`config.mk`:
```
export PLATFORM = sky130hd
export DESIGN_NAME = spi_responder
export DESIGN_NICKNAME = d
export VERILOG_FILES = /design/src/rtl/spi_responder.sv
export SDC_FILE = /design/constraint.sdc
export NUM_CORES = 1
export LEC_CHECK = 0
export BUFFER_PORTS_ARGS = -buffer_cell sky130_fd_sc_hd__buf_2
export CAP_MARGIN = 0
export CORE_MARGIN = 10
export CORE_UTILIZATION = 50
export DETAILED_ROUTE_END_ITERATION = 8
export GPL_TIMING_DRIVEN = 0
export PLACE_DENSITY = 0.71
export SYNTH_ARGS = -nofsm -noshare
export SYNTH_HDL_FRONTEND = slang
export SYNTH_SLANG_ARGS = --single-unit
```
`constraint.sdc`:
```
create_clock -name clock -period 2 [get_ports clock]
set_input_delay 0 -clock clock [delete_from_list [all_inputs] [get_ports clock]]
set_output_delay 0 -clock clock [all_outputs]
set_load 0.02 [all_outputs]
```
`src/rtl/spi_responder.sv`:
```
// SPI mode-0 responder: oversamples csb/sck/mosi in the system clock domain,
// deserialises MOSI into bytes and serialises a transmit byte stream onto MISO.
module spi_responder #(
   parameter int unsigned SYNC_STAGES = 2,
   parameter logic [7:0]  IDLE_BYTE   = 8'h00,
   parameter int unsigned CNT_WIDTH   = 16
) (
   input  logic                 clock,
   input  logic                 reset,
   input  logic                 spi_csb,
   input  logic                 spi_clock,
   input  logic                 spi_mosi,
   output logic                 spi_miso,
   input  logic [7:0]           tx_data,
   input  logic                 tx_valid,
   output logic                 tx_ready,
   output logic [7:0]           rx_data,
   output logic                 rx_valid,
   output logic                 tx_underflow,
   output logic                 frame_active,
   output logic                 frame_done,
   output logic [CNT_WIDTH-1:0] frame_bytes,
   output logic                 frame_abort
);

   localparam int unsigned BIT_CNT_W = 3;

   typedef enum logic [1:0] {WAIT_IDLE, IDLE, ACTIVE} state_t;

   state_t                 state_q;
   logic [SYNC_STAGES-1:0] csb_sync_q, sck_sync_q, mosi_sync_q;
   logic                   csb_hist_q, sck_hist_q;
   logic [7:0]             tx_shift_q, rx_shift_q, rx_data_q;
   logic [BIT_CNT_W-1:0]   bit_cnt_q;
   logic [CNT_WIDTH-1:0]   byte_cnt_q, frame_bytes_q;
   logic                   byte_boundary_q;
   logic                   spi_miso_q, tx_ready_q, rx_valid_q, tx_underflow_q;
   logic                   frame_active_q, frame_done_q, frame_abort_q;

   logic                   csb_s, sck_s, mosi_s;
   logic                   csb_rise, csb_fall, sck_rise, sck_fall;
   logic [7:0]             load_byte_d, rx_shift_d;
   logic [CNT_WIDTH-1:0]   byte_cnt_d;
   logic                   last_bit;

   assign csb_s  = csb_sync_q[SYNC_STAGES-1];
   assign sck_s  = sck_sync_q[SYNC_STAGES-1];
   assign mosi_s = mosi_sync_q[SYNC_STAGES-1];

   assign csb_rise = ~csb_hist_q & csb_s;
   assign csb_fall = csb_hist_q & ~csb_s;
   assign sck_rise = ~sck_hist_q & sck_s;
   assign sck_fall = sck_hist_q & ~sck_s;

   assign load_byte_d = tx_valid ? tx_data : IDLE_BYTE;
   assign rx_shift_d  = {rx_shift_q[6:0], mosi_s};
   assign byte_cnt_d  = (&byte_cnt_q) ? byte_cnt_q : byte_cnt_q + CNT_WIDTH'(1);
   assign last_bit    = (bit_cnt_q == BIT_CNT_W'(7));

   // Pin synchronisers plus one history flop each for edge detection
   always_ff @(posedge clock) begin
      if (reset) begin
         csb_sync_q  <= '0;
         sck_sync_q  <= '0;
         mosi_sync_q <= '0;
         csb_hist_q  <= 1'b0;
         sck_hist_q  <= 1'b0;
      end else begin
         csb_sync_q  <= {csb_sync_q[SYNC_STAGES-2:0], spi_csb};
         sck_sync_q  <= {sck_sync_q[SYNC_STAGES-2:0], spi_clock};
         mosi_sync_q <= {mosi_sync_q[SYNC_STAGES-2:0], spi_mosi};
         csb_hist_q  <= csb_s;
         sck_hist_q  <= sck_s;
      end
   end

   // Frame FSM with shift registers; strobes default low every cycle
   always_ff @(posedge clock) begin
      if (reset) begin
         state_q         <= WAIT_IDLE;
         tx_shift_q      <= '0;
         rx_shift_q      <= '0;
         rx_data_q       <= '0;
         bit_cnt_q       <= '0;
         byte_cnt_q      <= '0;
         frame_bytes_q   <= '0;
         byte_boundary_q <= 1'b0;
         spi_miso_q      <= 1'b0;
         tx_ready_q      <= 1'b0;
         rx_valid_q      <= 1'b0;
         tx_underflow_q  <= 1'b0;
         frame_active_q  <= 1'b0;
         frame_done_q    <= 1'b0;
         frame_abort_q   <= 1'b0;
      end else begin
         tx_ready_q     <= 1'b0;
         rx_valid_q     <= 1'b0;
         tx_underflow_q <= 1'b0;
         frame_done_q   <= 1'b0;
         frame_abort_q  <= 1'b0;
         unique case (state_q)
            WAIT_IDLE: begin
               spi_miso_q <= 1'b0;
               if (csb_s) state_q <= IDLE;
            end
            IDLE: begin
               spi_miso_q <= 1'b0;
               if (csb_fall) begin
                  tx_shift_q      <= load_byte_d;
                  spi_miso_q      <= load_byte_d[7];
                  tx_ready_q      <= tx_valid;
                  tx_underflow_q  <= ~tx_valid;
                  bit_cnt_q       <= '0;
                  byte_cnt_q      <= '0;
                  byte_boundary_q <= 1'b0;
                  frame_active_q  <= 1'b1;
                  state_q         <= ACTIVE;
               end
            end
            ACTIVE: begin
               if (csb_rise) begin
                  // A simultaneous 8th rising edge is dropped, not reported as abort
                  frame_done_q    <= 1'b1;
                  frame_bytes_q   <= byte_cnt_q;
                  frame_abort_q   <= (bit_cnt_q != '0) && !(sck_rise && last_bit);
                  frame_active_q  <= 1'b0;
                  spi_miso_q      <= 1'b0;
                  byte_boundary_q <= 1'b0;
                  state_q         <= IDLE;
               end else if (sck_rise) begin
                  rx_shift_q <= rx_shift_d;
                  if (last_bit) begin
                     rx_data_q       <= rx_shift_d;
                     rx_valid_q      <= 1'b1;
                     byte_cnt_q      <= byte_cnt_d;
                     bit_cnt_q       <= '0;
                     byte_boundary_q <= 1'b1;
                  end else begin
                     bit_cnt_q <= bit_cnt_q + BIT_CNT_W'(1);
                  end
               end else if (sck_fall) begin
                  if (byte_boundary_q) begin
                     tx_shift_q      <= load_byte_d;
                     spi_miso_q      <= load_byte_d[7];
                     tx_ready_q      <= tx_valid;
                     tx_underflow_q  <= ~tx_valid;
                     byte_boundary_q <= 1'b0;
                  end else begin
                     tx_shift_q <= {tx_shift_q[6:0], 1'b0};
                     spi_miso_q <= tx_shift_q[6];
                  end
               end
            end
            default: state_q <= WAIT_IDLE;
         endcase
      end
   end

   assign spi_miso     = spi_miso_q;
   assign tx_ready     = tx_ready_q;
   assign rx_data      = rx_data_q;
   assign rx_valid     = rx_valid_q;
   assign tx_underflow = tx_underflow_q;
   assign frame_active = frame_active_q;
   assign frame_done   = frame_done_q;
   assign frame_bytes  = frame_bytes_q;
   assign frame_abort  = frame_abort_q;

endmodule

```
==> flow_metrics.py, run 1 <==
metrics = {
    "timing": {
        "finalClockSkew_ns": 0.006347,
        "tightest_slew_ns": 0.5774,
        "rsz0062_at_grt": "false",
        "setup_violations": 0,
        "relSlewSlack": 0.6151,
        "fin_crit_sh": 0.9571,
        "hold_violations": 0,
        "clock.fmax_mhz": 522.4,
        "fin_ws_ns": 0.08578,
        "fin_crit_ns": 1.914,
        "report.final.slew_viol_count": 0,
    },
    "global_route": {
        "grt_max_degree": 15,
        "grt.overflow.total": 0,
        "grt_pass1_wl_um": 12810,
        "antenna_found_initial": 0,
        "grt_pass1_vias": 2692,
        "grt_use_total": 0.1542,
    },
    "power_and_ir_drop": {
        "leakagePower_nw": 1.660,
        "worst_ir_drop_vdd_v": 0.0004900,
        "power.total_mw": 3.471,
        "switching_share": 0.2811,
        "powerDensity_nw_per_um2": 846.4,
        "switchingPower_mw": 0.9759,
        "internal_power_mw": 2.495,
        "seqPwrFrac": 0.449,
        "combPwrFrac": 0.175,
        "p_clk_frac": 0.376,
    },
    "floorplanning": {
        "fp-row-count": 29,
        "die_h_um": 101.9,
        "ioPinCount": 45,
        "dieWidth_um": 101.9,
        "core_area_um2": 6422,
        "initial_utilization": 0.5223,
        "die_area_um2": 10390,
    },
    "final_layout": {
        "layout_common_cells": "dfxtp_1, nand2_1, buf_2, a21oi_1, nor2_1",
        "mostFrequentLayoutCell": "dfxtp_1",
        "multiInputGateArea_um2": 1739,
        "seq_area_um2": 1508,
        "diodes": 0,
        "num-nets-final": 466,
        "fillCellCount": 556,
        "drive_gt1_frac": 0.2567,
        "area_growth_pct": 22.27,
        "final_area_um2": 4101,
        "finish.utilization": 0.6386,
    },
    "hold_path": {
        "hold-path-cell-count": 4,
        "hp-class": "in -> reg",
    },
    "critical_path": {
        "cp-end-kind": "register",
        "crit_arrival_ns": 2.20,
        "critPathMaxFanout": 7,
        "crit_path_start_kind": "register",
        "critical_path_class": "reg -> reg",
        "r2r_cells": 8,
        "cp.required_ns": 2.28,
    },
    "detailed_routing": {
        "drt-vias-per-instance": 5.417,
        "drt_pass1_iterations": 4,
        "wire_per_inst_um": 15.18,
        "initialDrtViolationCount": 132,
        "drt-total-wl_um": 7970,
        "ant_nets": 0,
        "vias": 2844,
        "drc": 0,
    },
    "place": {
        "portBuffers": 43,
        "gp_congestion": 0.8607,
        "dp_hpwl_um": 5390,
        "dp_slack_ns": -0.3657,
        "place_area_um2": 3666,
    },
    "clocking": {
        "h-tree-depth": 3,
        "numCtsBuffers": 9,
        "clk_latency_ns": 0.36,
        "tritoncts": "yes",
        "cts-root-buf": "clkbuf_8",
        "clkTransAtPathRegs_ns": 0.08,
        "cts_max_path_buffers": 2,
        "cts.sinks": 75,
    },
    "yosys": {
        "yosysTopAreaCell": "dfxtp_1",
        "yosysWarnings": 0,
        "synth.area.mux_share": 0.05371,
        "synth_area_um2": 3354,
        "synth_top_area_frac": 0.4476,
        "synth_compound_area_frac": 0.1813,
        "synth-xor-area-share": 0,
        "synthAdderAreaFrac": 0.03357,
        "syn_nets": 399,
        "synth_area_leaders": "dfxtp_1, nand2_1, a21oi_1",
        "yosysSeqAreaShare": 0.4476,
        "synth_cell_type_count": 51,
        "ys_ff_latch": 75,
        "syn-mean-instance-area_um2": 8.921,
        "synth-simple-area-share": 0.2320,
        "synthCells": 376,
        "synth_top_family_by_area": "simple AND/OR/NAND/NOR gates",
    },
    "job": {
        "cap_violations": 0,
    },
    "status": {
        "outcome": "finished, final reports clean",
    },
}
==> registers in the layout, summed over array words and instances (netlist names), 2 cells and up <==
signal	count
byte_cnt_q	16
frame_bytes	16
rx_data	8
rx_shift_q	7
tx_shift_q	7
bit_cnt_q	3
csb_sync_q	2
mosi_sync_q	2
sck_sync_q	2
state_q	2
==> power by group through the flow <==
stage	logic, mW	registers, mW	clock network (mW)
2_1_floorplan	0.346	1.60	0
3_3_place_gp	0.473	1.59	0
3_5_place_dp	0.483	1.59	0
4_1_cts	0.534	1.55	1.34
5_1_grt	0.659	1.56	1.39
6_report	0.607	1.56	1.31
==> routing by layer <==
layer / vias to the layer above / wire [µm] / part of all wire / global-route usage
met2: 79 / 3642 / 0.46 / 0.2450
met5: - / 0 / 0 / 0
met3: 13 / 459 / 0.058 / 0.05263
met4: 0 / 161 / 0.020 / 0.06291
met1: 1299 / 3706 / 0.46 / 0.1878
li1: 1453 / - / - / -
==> worst max-delay path, stage by stage (launching register included) <==
cell      delay (ns)
dfxtp_2         0.34
buf_6           0.12
ha_4            0.17
mux2i_4         0.19
a211oi_4        0.31
o211a_4         0.28
buf_12          0.13
nand4b_1        0.11
a21oi_1         0.17
==> kinds of logic (layout without fill, tap and decap cells) <==
kind of cell             count (synthesis)  in the layout
buffers and inverters                   31            103
multiplexers                            18             18
adder cells (fa/ha/maj)                  9              9
AND/OR/NAND/NOR                        156            156
AO/OA/AOI/OAI                           87             87
flip-flops                              75             75
==> synth_stat cells, drive strengths merged <==
cell type,count
dfxtp,75
nand2,60
a21oi,42
nor2,25
mux2i,18
nand3,18
clkbuf,15
nor2b,12
buf,10
ha,9
nand2b,9
a311oi,8
a21o,7
o21ai,7
a31oi,6
inv,6
and4,5
a211oi,4
and2,4
nand4,4
nand4b,4
a41oi,3
and3,3
nor3,3
a21boi,2
and3b,2
o211a,2
o2bb2ai,2
or2,2
a2111oi,1
and2b,1
nor3b,1
nor4,1
o211ai,1
o21a,1
o32a,1
or2b,1
or3,1
==> final cells by class <==
type / instances / area share
multi-input combinational: 270 / 0.4240
sequential: 75 / 0.3676
timing repair buffer: 57 / 0.08633
buffer: 24 / 0.03752
clock buffer: 9 / 0.03020
clock inverter: 7 / 0.02471
tap: 77 / 0.02349
inverter: 6 / 0.006101
==> final timing paths <==
path | end | slack, ns | startpoint
max | byte_cnt_q[8] | 0.09 | state_q[0]
min | tx_shift_q[3] | 0.009 | tx_data[3]
max reg2reg | byte_cnt_q[8] | 0.09 | state_q[0]
min reg2reg | mosi_sync_q[1] | 0.44 | mosi_sync_q[0]
==> through the flow <==
step                      hold WS, ns  std cells  setup TNS (ns)
after global placement         0.2095        496          -2.996
after global routing          0.02523        525               0
after detailed placement       0.2118        496          -3.935
final                        0.009283        525               0
after CTS                    0.006007        522               0
after floorplan                0.1282        376               0
==> timing repair <==
item                                   4_1_cts  5_1_grt
setup endpoints to repair                   30       31
cloned                                       0        1
resized for setup                            4       20
endpoints found under the hold margin        6        0
setup buffers                                6        2
hold buffers                                 5        0
pin swaps                                    4        7
Power figures use the tool's default switching activity.
==> run 2, diff against run 1 <==
--- a/config.mk
+++ b/config.mk
@@ -12,6 +12,7 @@
 export DETAILED_ROUTE_END_ITERATION = 8
 export GPL_TIMING_DRIVEN = 0
 export PLACE_DENSITY = 0.71
+export REMOVE_ABC_BUFFERS = 1
 export SYNTH_ARGS = -nofsm -noshare
 export SYNTH_HDL_FRONTEND = slang
 export SYNTH_SLANG_ARGS = --single-unit
==> run 2 against run 1 <==
Effect of this change:
- combinational power is 5.9% lower
- sequential share of layout area is 0.87 points higher
- clock power rose by 9%
- largest cell class unchanged
- largest power group unchanged
==> flow_metrics.py, run 2 (synthesis results as in run 1) <==
metrics = {
    "power_and_ir_drop": {
        "p_clk_frac": 0.403,
        "combPwrFrac": 0.160,
        "leakagePower_nw": 1.617,
        "worst_ir_drop_vdd_v": 0.0004744,
        "power.total_mw": 3.563,
        "seqPwrFrac": 0.437,
        "switching_share": 0.2591,
        "switchingPower_mw": 0.9233,
        "internal_power_mw": 2.640,
        "powerDensity_nw_per_um2": 887.2,
    },
    "critical_path": {
        "worst-path-buf-inv": 2,
        "critPathMaxFanout": 8,
        "crit_arrival_ns": 2.24,
        "slowest_delay_ns": 0.37,
        "path_cells": "buf_4 > ha_4 > mux2i_2 > a211oi_4 > o211a_4 > buf_4 > a21oi_2 > a311oi_2",
        "critical_path.most_common_cell": "buf_4",
        "critical_path_class": "reg -> reg",
        "cp.required_ns": 2.27,
        "cp-end-kind": "register",
        "cp_top_family": "compound AO/OA/AOI/OAI gates",
        "crit_path_top_delay_cell": "a211oi_4",
        "crit_path_start_kind": "register",
    },
    "final_layout": {
        "mostFrequentLayoutCell": "dfxtp_1",
        "layout_common_cells": "dfxtp_1, nand2_1, buf_2, a21oi_1, nor2_1",
        "num-nets-final": 449,
        "final_area_um2": 4016,
        "finish.utilization": 0.6254,
        "area_growth_pct": 19.73,
        "diodes": 0,
        "drive_gt1_frac": 0.2599,
        "stdcell_count": 508,
    },
    "floorplanning": {
        "die_area_um2": 10390,
        "initial_utilization": 0.5223,
        "dieWidth_um": 101.9,
        "die_h_um": 101.9,
        "ioPinCount": 45,
        "fp-row-count": 29,
        "core_area_um2": 6422,
    },
    "timing": {
        "setup_violations": 0,
        "tightest_slew_ns": 0.7863,
        "relSlewSlack": 0.4758,
        "fin_ws_ns": 0.03306,
        "setup-tns-final_ns": 0,
        "whs_ns": 0.01228,
        "fin_crit_sh": 0.9835,
        "hold_violations": 0,
        "report.final.slew_viol_count": 0,
        "finalClockSkew_ns": 0.01271,
        "clock.fmax_mhz": 508.4,
        "fin_crit_ns": 1.967,
        "rsz0062_at_grt": "true",
    },
    "clocking": {
        "clkTransAtPathRegs_ns": 0.08,
        "cts.sinks": 75,
        "cts-root-buf": "clkbuf_8",
        "tritoncts": "yes",
        "cts_max_path_buffers": 2,
        "clk_latency_ns": 0.35,
        "numCtsBuffers": 9,
        "h-tree-depth": 3,
    },
    "hold_path": {
        "hp-class": "in -> reg",
    },
    "place": {
        "dp_slack_ns": -0.8765,
        "gp_congestion": 0.7721,
        "place_area_um2": 3520,
        "portBuffers": 44,
        "dp_hpwl_um": 4413,
        "dp_cells": 472,
    },
    "detailed_routing": {
        "drt-vias-per-instance": 5.461,
        "drt-total-wl_um": 7320,
        "initialDrtViolationCount": 141,
        "vias": 2774,
        "ant_nets": 0,
        "drt_pass1_iterations": 4,
        "drc": 0,
        "wire_per_inst_um": 14.41,
    },
    "global_route": {
        "grt_use_total": 0.1380,
        "grt_pass1_vias": 2533,
        "antenna_found_initial": 0,
        "grt_max_degree": 77,
        "grt_pass1_wl_um": 11780,
        "grt.overflow.total": 0,
    },
    "status": {
        "outcome": "finished, final reports clean",
    },
    "job": {
        "cap_violations": 0,
    },
}
==> run 2: changes by cell type in the layout (fill, tap and decap cells not counted), sizes merged <==
cell,previous run,this run
buf,60,58
bufinv,2,3
clkbuf,25,10
clkinv,2,1
clkinvlp,2,1
o211a,2,3
==> run 2: what timing repair did <==
action                                  in CTS  in global routing
endpoints found under the hold margin        6                  0
resized for setup                           10                 18
endpoints found under the setup margin      65                 17
gates cloned                                 1                  0
hold buffers                                 5                  0
pin swaps                                    3                  8
setup buffers                                3                 11
==> run 2: worst paths after layout <==
kind | start | end | slack [ns] | cells past startpoint
worst max-delay path | state_q[0] | byte_cnt_q[4] | 0.03 | 8
worst max register to register | state_q[0] | byte_cnt_q[4] | 0.03 | 8
worst min-delay path | tx_data[2] | tx_shift_q[2] | 0.01 | 4
worst min register to register | csb_sync_q[0] | csb_sync_q[1] | 0.45 | 1
==> run 2: area by class of cell <==
type                            instances  area, µm²
Timing Repair Buffer                   63      385.4
Tap cell                               77      96.34
Inverter                                6      22.52
Fill cell                             583       2406
Clock buffer                           10      137.6
Multi-Input combinational cell        271       1752
Sequential cell                        75       1511
Clock inverter                          6      111.4
==> run 2: power by group through the flow <==
stage               Clock, mW  Combinational, mW  Sequential, mW
finish                   1.43              0.571            1.56
global placement            0              0.420            1.59
global route             1.52              0.630            1.56
detailed placement          0              0.429            1.59
CTS                      1.45              0.478            1.56
floorplan                   0              0.292            1.60
==> run 2: metal layers <==
layer | share of wire | GRT usage | up-vias
li1 | - | - | 1417
met1 | 0.47 | 0.1731 | 1288
met2 | 0.46 | 0.2107 | 61
met3 | 0.054 | 0.04993 | 8
met4 | 0.012 | 0.05640 | 0
met5 | 0 | 0 | -
==> run 2: worst register-to-register path, cell delays in order, from the launching register on <==
cell and delay (ns):
dfxtp_4 0.35, buf_4 0.13, ha_4 0.17, mux2i_2 0.17, a211oi_4 0.37, o211a_4 0.29, buf_4 0.13, a21oi_2 0.05
a311oi_2 0.22
==> run 3, diff against run 2 <==
--- a/config.mk
+++ b/config.mk
@@ -11,8 +11,9 @@
 export CORE_UTILIZATION = 50
 export DETAILED_ROUTE_END_ITERATION = 8
 export GPL_TIMING_DRIVEN = 0
-export PLACE_DENSITY = 0.71
+export PLACE_DENSITY = 0.73
 export REMOVE_ABC_BUFFERS = 1
+export SLEW_MARGIN = 30
 export SYNTH_ARGS = -nofsm -noshare
 export SYNTH_HDL_FRONTEND = slang
 export SYNTH_SLANG_ARGS = --single-unit
==> run 3 against run 2 <==
Effect of this change:
- register-to-register slack better by 0.05 ns
- design area is 1.7% lower
- clock skew is 0.0041 ns higher
- power is 5.7% lower
- highest routed layer unchanged
- largest cell class unchanged
- non-clock buffer count is 4 lower
- critical endpoint is now byte_cnt_q[0]
==> flow_metrics.py, run 3 (synthesis results as in run 1) <==
metrics = {
    "timing": {
        "fin_crit_sh": 0.9595,
        "rsz0062_at_grt": "true",
        "clock.fmax_mhz": 521.1,
        "whs_ns": 0.02177,
        "fin_crit_ns": 1.919,
        "report.final.slew_viol_count": 0,
        "tightest_slew_ns": 0.7633,
        "setup-tns-final_ns": 0,
        "setup_violations": 0,
        "relSlewSlack": 0.4912,
        "fin_ws_ns": 0.08100,
        "hold_violations": 0,
        "finalClockSkew_ns": 0.01677,
    },
    "power_and_ir_drop": {
        "powerDensity_nw_per_um2": 851.3,
        "worst_ir_drop_vdd_v": 0.0004145,
        "leakagePower_nw": 1.577,
    },
    "critical_path": {
        "crit_arrival_ns": 2.11,
        "worst-path-buf-inv": 2,
        "critical_path_class": "reg -> reg",
        "cp_top_family": "simple AND/OR/NAND/NOR gates",
        "slowest_delay_ns": 0.39,
        "cp-end-kind": "register",
        "crit_path_top_delay_cell": "dfxtp_4",
        "critPathMaxFanout": 7,
        "path_cells": "inv_2 > ha_4 > and3b_2 > and2_2 > o211a_2 > buf_4 > mux2i_1 > nor2_1",
        "cp.required_ns": 2.20,
        "crit_path_start_kind": "register",
    },
    "place": {
        "portBuffers": 44,
        "dp_cells": 472,
        "dp_slack_ns": -0.5147,
        "gp_congestion": 0.7707,
        "place_area_um2": 3527,
        "dp_hpwl_um": 4493,
    },
    "global_route": {
        "grt.overflow.total": 0,
        "antenna_found_initial": 0,
        "grt_max_degree": 77,
        "grt_pass1_vias": 2548,
        "grt_pass1_wl_um": 11920,
        "grt_use_total": 0.1380,
    },
    "job": {
        "cap_violations": 0,
    },
    "detailed_routing": {
        "wire_per_inst_um": 14.25,
        "drc": 0,
        "drt-total-wl_um": 7183,
        "vias": 2758,
        "drt-vias-per-instance": 5.472,
        "ant_nets": 0,
        "initialDrtViolationCount": 172,
        "drt_pass1_iterations": 4,
    },
    "floorplanning": {
        "ioPinCount": 45,
        "fp-row-count": 29,
        "core_area_um2": 6422,
        "die_h_um": 101.9,
        "initial_utilization": 0.5223,
        "die_area_um2": 10390,
        "dieWidth_um": 101.9,
    },
    "status": {
        "outcome": "finished, final reports clean",
    },
    "final_layout": {
        "diodes": 0,
        "layout_common_cells": "dfxtp_1, nand2_1, buf_2, a21oi_1, nor2_1",
        "mostFrequentLayoutCell": "dfxtp_1",
        "final_area_um2": 3949,
        "stdcell_count": 504,
        "num-nets-final": 445,
        "fillCellCount": 583,
        "drive_gt1_frac": 0.2576,
        "area_growth_pct": 17.72,
    },
    "clocking": {
        "cts_max_path_buffers": 2,
        "tritoncts": "yes",
        "cts-root-buf": "clkbuf_8",
        "numCtsBuffers": 9,
        "cts.sinks": 75,
        "clkTransAtPathRegs_ns": 0.08,
        "clk_latency_ns": 0.35,
        "h-tree-depth": 3,
    },
    "hold_path": {
        "hp-class": "in -> reg",
    },
}
## run 3: cell type report
class / instances / area (µm²) / share of cell area
Clock buffer: 9 / 123.9 / 0.03137
Clock inverter: 7 / 98.84 / 0.02503
Inverter: 6 / 22.52 / 0.005703
Multi-Input combinational cell: 271 / 1748 / 0.4426
Sequential cell: 75 / 1511 / 0.3828
Tap cell: 77 / 96.34 / 0.02440
Timing Repair Buffer: 59 / 347.8 / 0.08809
## run 3: worst register-to-register path: cells and delay by family (launching register included)
kind,cells,cell delay [ns]
adder cells (fa/ha/maj),1,0.19
AND/OR/NAND/NOR,3,0.51
buffers and inverters,2,0.22
AO/OA/AOI/OAI,1,0.36
multiplexers,1,0.12
flip-flops,1,0.39
## run 3: power by group
group,internal [mW],switching (mW),total [mW],leakage (nW)
combinational,0.205,0.307,0.513,0.858
sequential,1.53,0.0329,1.57,0.608
clock,0.711,0.572,1.28,0.110
## run 3: final timing paths
| path | startpoint | to | slack (ns) | cells after the start |
|---|---|---|---|---|
| worst max register to register | state_q[0] | byte_cnt_q[0] | 0.08 | 8 |
| worst max-delay path | state_q[0] | byte_cnt_q[0] | 0.08 | 8 |
| worst min register to register | csb_sync_q[0] | csb_sync_q[1] | 0.44 | 1 |
| worst min-delay path | tx_data[4] | tx_shift_q[4] | 0.02 | 4 |
## run 3: timing repair
item,CTS,global route
endpoints found under the hold margin,5,0
gates cloned,1,0
gates resized for setup,6,18
hold buffers,5,0
buffers inserted,5,5
pin swaps,3,10
endpoints found under the setup margin,53,28
## run 3: layer usage
metal / routed length, µm / vias to the layer above / track usage
li1: - / 1409 / -
met1: 3365 / 1284 / 0.1720
met2: 3367 / 54 / 0.2261
met3: 355 / 11 / 0.03239
met4: 94 / 0 / 0.05423
met5: 0 / - / 0
## run 3: through the flow
stage	utilization	power, mW
6_report	0.6148	3.361
2_1_floorplan	-	1.889
3_5_place_dp	0.5492	2.021
3_3_place_gp	0.5480	2.005
5_1_grt	0.6148	3.504
4_1_cts	0.6020	3.344
